**src/rtl/shift_sequencer.sv**
```systemverilog
// -----------------------------------------------------------------------------
// shift_sequencer
//   Drives a WIDTH-bit JK shift register (shifts toward bit 0, serial in at the
//   MSB). A parallel word is taken over a valid/ready handshake. The sequencer
//   then strobes the register's preset for one cycle and issues exactly SHIFTS
//   shift-enable cycles, forwarding fill_bit as the serial input. Finally it
//   pulses done and rests for max(GAP,1) cycles before accepting another word.
//   A shadow copy of the register is kept so that its LSB is available as
//   serial_out.
//
// Ports
//   clockpulse     in   1      system clock, rising edge
//   clear          in   1      asynchronous active-low reset
//   word_valid     in   1      parallel word offered
//   word_in        in   WIDTH  parallel word
//   word_ready     out  1      sequencer idle and able to take a word
//   fill_bit       in   1      bit shifted into the MSB on every shift
//   abort          in   1      synchronous abort of the word in LOAD/SHIFT
//   enable_preset  out  1      one-cycle load strobe to the register
//   preset         out  WIDTH  word to load (zero outside the load strobe)
//   shift_enable   out  1      register shifts on this cycle's edge
//   serial_input   out  1      fill_bit while shift_enable=1, else 0
//   serial_out     out  1      LSB of the shadow register
//   busy           out  1      high in LOAD/SHIFT/DONE
//   done           out  1      one-cycle pulse after the last shift
// -----------------------------------------------------------------------------
module shift_sequencer #(
    parameter int WIDTH  = 4,
    parameter int SHIFTS = 4,
    parameter int GAP    = 0
) (
    input  logic             clockpulse,
    input  logic             clear,
    input  logic             word_valid,
    input  logic [WIDTH-1:0] word_in,
    output logic             word_ready,
    input  logic             fill_bit,
    input  logic             abort,
    output logic             enable_preset,
    output logic [WIDTH-1:0] preset,
    output logic             shift_enable,
    output logic             serial_input,
    output logic             serial_out,
    output logic             busy,
    output logic             done
);

    localparam int CW      = $clog2(SHIFTS + 1);
    localparam int GAP_EFF = (GAP < 1) ? 1 : GAP;

    // Count value held during the final shift cycle of a word.
    localparam logic [CW-1:0] LAST_CNT = CW'(SHIFTS - 1);
    // Gap value held during the final DONE cycle.
    localparam logic [3:0]    GAP_LAST = 4'(GAP_EFF - 1);

    typedef enum logic [1:0] {
        ST_IDLE  = 2'd0,
        ST_LOAD  = 2'd1,
        ST_SHIFT = 2'd2,
        ST_DONE  = 2'd3
    } state_t;

    state_t           state_r;
    state_t           state_nx_s;
    logic [CW-1:0]    count_r;
    logic [CW-1:0]    count_nx_s;
    logic [3:0]       gap_r;
    logic [3:0]       gap_nx_s;
    logic [WIDTH-1:0] shadow_r;
    logic [WIDTH-1:0] shadow_nx_s;

    logic             enable_preset_r;
    logic [WIDTH-1:0] preset_r;
    logic             shift_enable_r;
    logic             busy_r;
    logic             done_r;

    // Next-state, counter and shadow update for the sequencer FSM.
    always_comb begin
        state_nx_s  = state_r;
        count_nx_s  = count_r;
        gap_nx_s    = gap_r;
        shadow_nx_s = shadow_r;
        case (state_r)
            ST_IDLE: begin
                // abort in the same cycle as word_valid refuses the word
                if (word_valid && !abort) begin
                    state_nx_s  = ST_LOAD;
                    shadow_nx_s = word_in;
                end else begin
                    state_nx_s  = ST_IDLE;
                end
            end
            ST_LOAD: begin
                count_nx_s = {CW{1'b0}};
                if (abort) begin
                    state_nx_s = ST_IDLE;
                end else begin
                    state_nx_s = ST_SHIFT;
                end
            end
            ST_SHIFT: begin
                if (abort) begin
                    // shadow deliberately left untouched on an aborted edge
                    state_nx_s = ST_IDLE;
                    count_nx_s = {CW{1'b0}};
                end else begin
                    shadow_nx_s = {fill_bit, shadow_r[WIDTH-1:1]};
                    count_nx_s  = count_r + CW'(1);
                    if (count_r == LAST_CNT) begin
                        state_nx_s = ST_DONE;
                        gap_nx_s   = 4'd0;
                    end else begin
                        state_nx_s = ST_SHIFT;
                    end
                end
            end
            ST_DONE: begin
                if (gap_r >= GAP_LAST) begin
                    state_nx_s = ST_IDLE;
                    gap_nx_s   = 4'd0;
                end else begin
                    state_nx_s = ST_DONE;
                    gap_nx_s   = gap_r + 4'd1;
                end
            end
            default: begin
                state_nx_s  = ST_IDLE;
                count_nx_s  = {CW{1'b0}};
                gap_nx_s    = 4'd0;
                shadow_nx_s = shadow_r;
            end
        endcase
    end

    // State, counters, shadow and Moore output registers.
    // Outputs are computed from the next state so they line up with state_r.
    always_ff @(posedge clockpulse or negedge clear) begin
        if (!clear) begin
            state_r         <= ST_IDLE;
            count_r         <= {CW{1'b0}};
            gap_r           <= 4'd0;
            shadow_r        <= {WIDTH{1'b0}};
            enable_preset_r <= 1'b0;
            preset_r        <= {WIDTH{1'b0}};
            shift_enable_r  <= 1'b0;
            busy_r          <= 1'b0;
            done_r          <= 1'b0;
        end else begin
            state_r         <= state_nx_s;
            count_r         <= count_nx_s;
            gap_r           <= gap_nx_s;
            shadow_r        <= shadow_nx_s;
            enable_preset_r <= (state_nx_s == ST_LOAD);
            // LOAD is only entered from a handshake, so shadow_nx_s is the new word
            preset_r        <= (state_nx_s == ST_LOAD) ? shadow_nx_s : {WIDTH{1'b0}};
            shift_enable_r  <= (state_nx_s == ST_SHIFT);
            busy_r          <= (state_nx_s != ST_IDLE);
            done_r          <= (state_r == ST_SHIFT) && (state_nx_s == ST_DONE);
        end
    end

    assign word_ready    = (state_r == ST_IDLE);
    assign enable_preset = enable_preset_r;
    assign preset        = preset_r;
    assign shift_enable  = shift_enable_r;
    // The register shifts in the fill bit present at the shifting edge.
    assign serial_input  = shift_enable_r & fill_bit;
    assign serial_out    = shadow_r[0];
    assign busy          = busy_r;
    assign done          = done_r;

endmodule
```
**config.mk**
```make
export PLATFORM = sky130hd
export DESIGN_NAME = shift_sequencer
export DESIGN_NICKNAME = d
export VERILOG_FILES = /design/src/rtl/shift_sequencer.sv
export SDC_FILE = /design/constraint.sdc
export NUM_CORES = 1
export LEC_CHECK = 0
export ABC_CLOCK_PERIOD_IN_PS = 2100
export BUFFER_PORTS_ARGS = -buffer_cell sky130_fd_sc_hd__buf_2
export CAP_MARGIN = 20
export CORE_MARGIN = 8
export CORE_UTILIZATION = 55
export DETAILED_ROUTE_END_ITERATION = 10
export GPL_TIMING_DRIVEN = 1
export PLACE_DENSITY = 0.81
export RECOVER_POWER = 25
export REMOVE_ABC_BUFFERS = 1
export SYNTH_ARGS = -nofsm -noshare
export SYNTH_HDL_FRONTEND = slang
export SYNTH_SLANG_ARGS = --single-unit
```
**constraint.sdc**
```tcl
create_clock -name clockpulse -period 2.1 [get_ports clockpulse]
set_input_delay 0.525 -clock clockpulse [delete_from_list [all_inputs] [get_ports clockpulse]]
set_output_delay 0.525 -clock clockpulse [all_outputs]
set_load 0.03 [all_outputs]
```
## Word-level counts from Yosys, hierarchy flattened

Cells that the tools add are included.

- Register bits: 21
- Input port bits: 9
- Output and inout bits: 11
- Word-level logic and storage cells: 46

- Add/subtract/negate cells: 2
- $lt $le $gt $ge: 1
- Equality and inequality tests: 9
- Muxes and demuxes: 16
- Bitwise gates (word level): 1
- Reduce and logical (&&, ||, !) cells: 8

Operators with widths:

| cell | number |
|---|---|
| $mux W4 | 6 |
| $pmux W4 S2 | 2 |
| $eq A2 B2 Y1 const B | 4 |
| $pmux W2 S4 | 1 |
| $mux W2 | 3 |
| $pmux W3 S2 | 1 |
| $reduce_bool A2 Y1 | 3 |
| $add A4 B1 Y4 const B | 1 |
| $eq A2 B1 Y1 const B | 2 |
| $ge A4 B1 Y1 const B | 1 |
| $ne A2 B2 Y1 const B | 2 |
| $add A3 B1 Y3 const B | 1 |
| $eq A3 B2 Y1 const B | 1 |
| $mux W3 | 1 |
| $reduce_and A3 Y1 | 1 |
| $logic_and A1 B1 Y1 | 2 |
| $logic_not A2 Y1 | 1 |
| $mux W1 | 2 |
| $and A1 B1 Y1 | 1 |
| $logic_not A1 Y1 | 1 |

## Longest topological paths before layout

- Depth after elaboration: 6
- Depth in mapped cells: 6
- Mapped depth without buffers: 5

## Worst setup path after synthesis

Ideal clock, no wire load.

- Path type: reg2reg
- Start point: reg state_r[0]
- End point: reg busy_r (netlist: busy)
- Setup time: 0.130 ns
- Data arrival time: 1.430 ns
- Required time: 1.970 ns
- Setup slack: 0.540 ns
- Cell stages (with the launch flop): 7
- Path buffers: 1
- Clock period less this slack: 1.560 ns
- Cell sequence: dfrtp_1 -> inv_1 -> ha_1 -> and3b_1 -> buf_6 -> a31o_4 -> nand2b_4

- Word-level cells in the longest chain between the ends: 3
- Elaborated cells between the ends (all ways): 6
- Those cells by class: 3 x eq/ne; 1 x mux; 2 x reduce/logical

Ends and longest elaborated chain:

| item | line | text |
|---|---|---|
| start, declared | 63 | `state_t state_r;` |
| start signal, assigned | 150 | `state_r <= state_nx_s;` |
| $logic_not A2 Y1 | -- |  |
| via word_ready | 36 | `output logic word_ready,` |
| $pmux W2 S4 | 84 | `case (state_r)` |
| via state_nx_s[0] | 64 | `state_t state_nx_s;` |
| $reduce_bool A2 Y1 | 158 | `busy_r <= (state_nx_s != ST_IDLE);` |
| end signal, assigned | 158 |  |
| end, declared | 75 | `logic busy_r;` |

The timed path passes the listed nets, and every way through them passes these cells.
A chain may end at the register's enable or synchronous reset.

## Worst setup path after layout

- Start point: reg state_r[0]
- End point: out word_ready

- Word-level cells in the longest chain between the ends: 1

Ends and longest elaborated chain:

| item | line | text |
|---|---|---|
| $logic_not A2 Y1 | 163 | `assign word_ready = (state_r == ST_IDLE);` |
| end, declared | 36 |  |

No other way between the ends.

==> flow_summary.toml <==
[route]
vias_per_cell = 5.35
drc_errors = 0
dr.pass1.iters = 4
drtIter0Drc = 5
wl_um = 1580
wl_per_cell_um = 14.7
via_count = 572
antenna_left = 0

[floorplan]
start_util = 0.579
die_x_um = 55.6
ios = 20
die_h_um = 55.6
fp.dieArea_um2 = 3090
core.rowCount = 14
placeableCoreArea_um2 = 1490

[critical_path]
cp_max_fo = 9
crit_type = "flop to output port"
r2r_start = "state_r[0]"
ff2ff_setup_slack_ns = 0.59
worst_setup_path_start_kind = "flop"
end_kind = "output port"
required_ns = 1.57
reg2reg_to = "busy"
worstPathArrival_ns = 1.38
rr_worst_depth = 5

[layout]
num-fill-cells = 124
final_layout_size_suffix_gt1_frac = 0.319
layout.nets = 106
multi_input_area_um2 = 384
final_cells = 107
area_growth_syn_to_layout_pct = 13.6
sequential_cell_area_um2 = 425
antennaDiodeCount = 0

[yosys]
ys_seq_area_frac = 0.493
ys_ff_latch = 17
synth_compound_area_frac = 0.132
synth_simple_gate_area_frac = 0.142
yosysWarnings = 0
synth_cell_types = 23
syn_area_per_cell_um2 = 12.3
netlist_instances = 70
synth_edf_count = 0
synth_flop_cell = "dfrtp_1"
synth-async-reset-ratio = 1.00
syn_area_um2 = 862
synth_top_family_by_area = "simple AND/OR/NAND/NOR gates"
synth_fa_ha_area_frac = 0.0726
synthMuxAreaShare = 0.0987
synth_xor_area_frac = 0

[place]
dp_hpwl_um = 1250
routabilityCongestion = 0.734
dp.cells = 103
io_buffers = 19

[power_and_ir_drop]
p_per_area_nw_per_um2 = 702
max-vdd-ir-drop_mv = 0.503
power.leakage_nw = 0.520

[global_routing]
grt_first_pass_wirelength_um = 2780
grt_overflow_total = 0
grt_usage = 0.110
grt_max_degree = 18
grt_pass1_vias = 592
antenna_found_initial = 0

[timing]
fmax_ghz = 0.525
finalSetupTns_ns = 0
slew_headroom = 0.415
tightestPinTransition_ns = 0.877
period_needed_ns = 1.91
maxSlewViolCount = 0
clock_skew_ns = 0.00157
finalSetupViolations = 0
fin_hold_ws_ns = 0.317
period_share = 0.907
rsz0062_at_grt = "no"
hold_violations = 0

[run]
drv_cap = 0

[clocking]
ctsRootBufferMaster = "clkbuf_4"
cts.htree.levels = 1
cts_tree = "done"
cts_sinks = 17
cts_inserted_buffers = 3
post_cts_hold_buffer_count = 0
post-cts-setup-buffer-count = 0
insertion_delay_ns = 0.29
cts_resized = 0
clock_path_buffers = 2
clk_pin_slew_ns = 0.10

[status]
status = "completed"

[min_path]
hp-class = "primary input to asynchronous set/reset pin"
power by group:
part	switching [mW]	internal, mW
combinational	0.0743	0.0650
sequential	0.0204	0.353
clock	0.102	0.0739
stage by stage:
stage          area, um2   util  power, mW  setup WS, ns
3_3_place_gp         955  0.641      0.516         0.470
6_report             980  0.658      0.688         0.195
2_1_floorplan        840      -      0.474         0.591
3_5_place_dp         955  0.641      0.521         0.451
4_1_cts              981  0.659      0.693         0.183
5_1_grt              980  0.658      0.724         0.104
sequential cells by signal, indices dropped and copies added, names as in the netlist:
name / flops
preset: 4
shadow_r: 4
count_r: 3
state_r: 2
busy: 1
done: 1
enable_preset: 1
shift_enable: 1
worst max-delay path: stages (launching register included):
cell	delay (ns)
dfrtp_1	0.40
inv_1	0.09
ha_1	0.34
buf_2	0.26
layout make-up:
| type | instances | area share |
|---|---|---|
| Inverter | 8 | 0.0307 |
| Timing Repair Buffer | 19 | 0.0958 |
| Clock buffer | 4 | 0.0268 |
| Multi-Input combinational cell | 43 | 0.392 |
| Sequential cell | 17 | 0.434 |
| Tap cell | 16 | 0.0204 |
synth_stat cells (all sizes together), types with 2 or more instances:
| cell type | instances | area (um2) |
|---|---|---|
| nand3 | 2 | 10.0 |
| dfrtp | 17 | 425 |
| o21ai | 4 | 20.0 |
| nor2 | 2 | 7.51 |
| mux2i | 4 | 40.0 |
| ha | 5 | 62.6 |
| nor2b | 5 | 46.3 |
| buf | 2 | 22.5 |
| mux2 | 3 | 45.0 |
| inv | 8 | 30.0 |
| a21oi | 3 | 15.0 |
| a221o | 3 | 30.0 |
| o21a | 3 | 22.5 |
cell usage in the layout (no fill, tap or decap), drive strengths merged:
| cell type | Yosys | final |
|---|---|---|
| mux2i | 4 | 4 |
| nor2 | 2 | 2 |
| nor2b | 5 | 5 |
| ha | 5 | 5 |
| a31o | 1 | 1 |
| and2 | 1 | 1 |
| and3 | 1 | 1 |
| clkbuf | 0 | 5 |
| and3b | 1 | 1 |
| o21ai | 4 | 4 |
| nand3 | 2 | 2 |
| o21a | 3 | 3 |
| and4bb | 1 | 1 |
| a21oi | 3 | 3 |
| dfrtp | 17 | 17 |
| buf | 2 | 18 |
| nand2 | 1 | 1 |
| a221o | 3 | 3 |
| o221ai | 1 | 1 |
| mux2 | 3 | 3 |
| inv | 8 | 8 |
| nand3b | 1 | 1 |
| nand2b | 1 | 1 |
routing by layer:
layer | part of all wire | track usage | vias up
met3 | 0.067 | 0.0434 | 2
li1 | - | - | 289
met2 | 0.47 | 0.165 | 15
met5 | 0 | 0 | -
met1 | 0.45 | 0.132 | 266
met4 | 0.015 | 0.0563 | 0
worst max path at each step:
stage                from          end  slack (ns)  depth (start not counted)
2_1_floorplan  state_r[0]         busy        0.59                          5
3_3_place_gp        abort  shadow_r[2]        0.47                          4
3_5_place_dp        abort  shadow_r[2]        0.45                          4
4_1_cts        state_r[0]   word_ready        0.18                          3
5_1_grt        state_r[0]   word_ready        0.10                          3
6_report       state_r[0]   word_ready        0.19                          3
kinds of logic (layout without fill, tap and decap cells):
logic type                 Yosys count  in the layout
AOI/OAI and AO/OA                   15             15
buffers and inverters               10             31
muxes                                7              7
adders and majority gates            5              5
and+or+nand+nor                     16             16
DFF                                 17             17
Power figures use the tool's default switching activity.
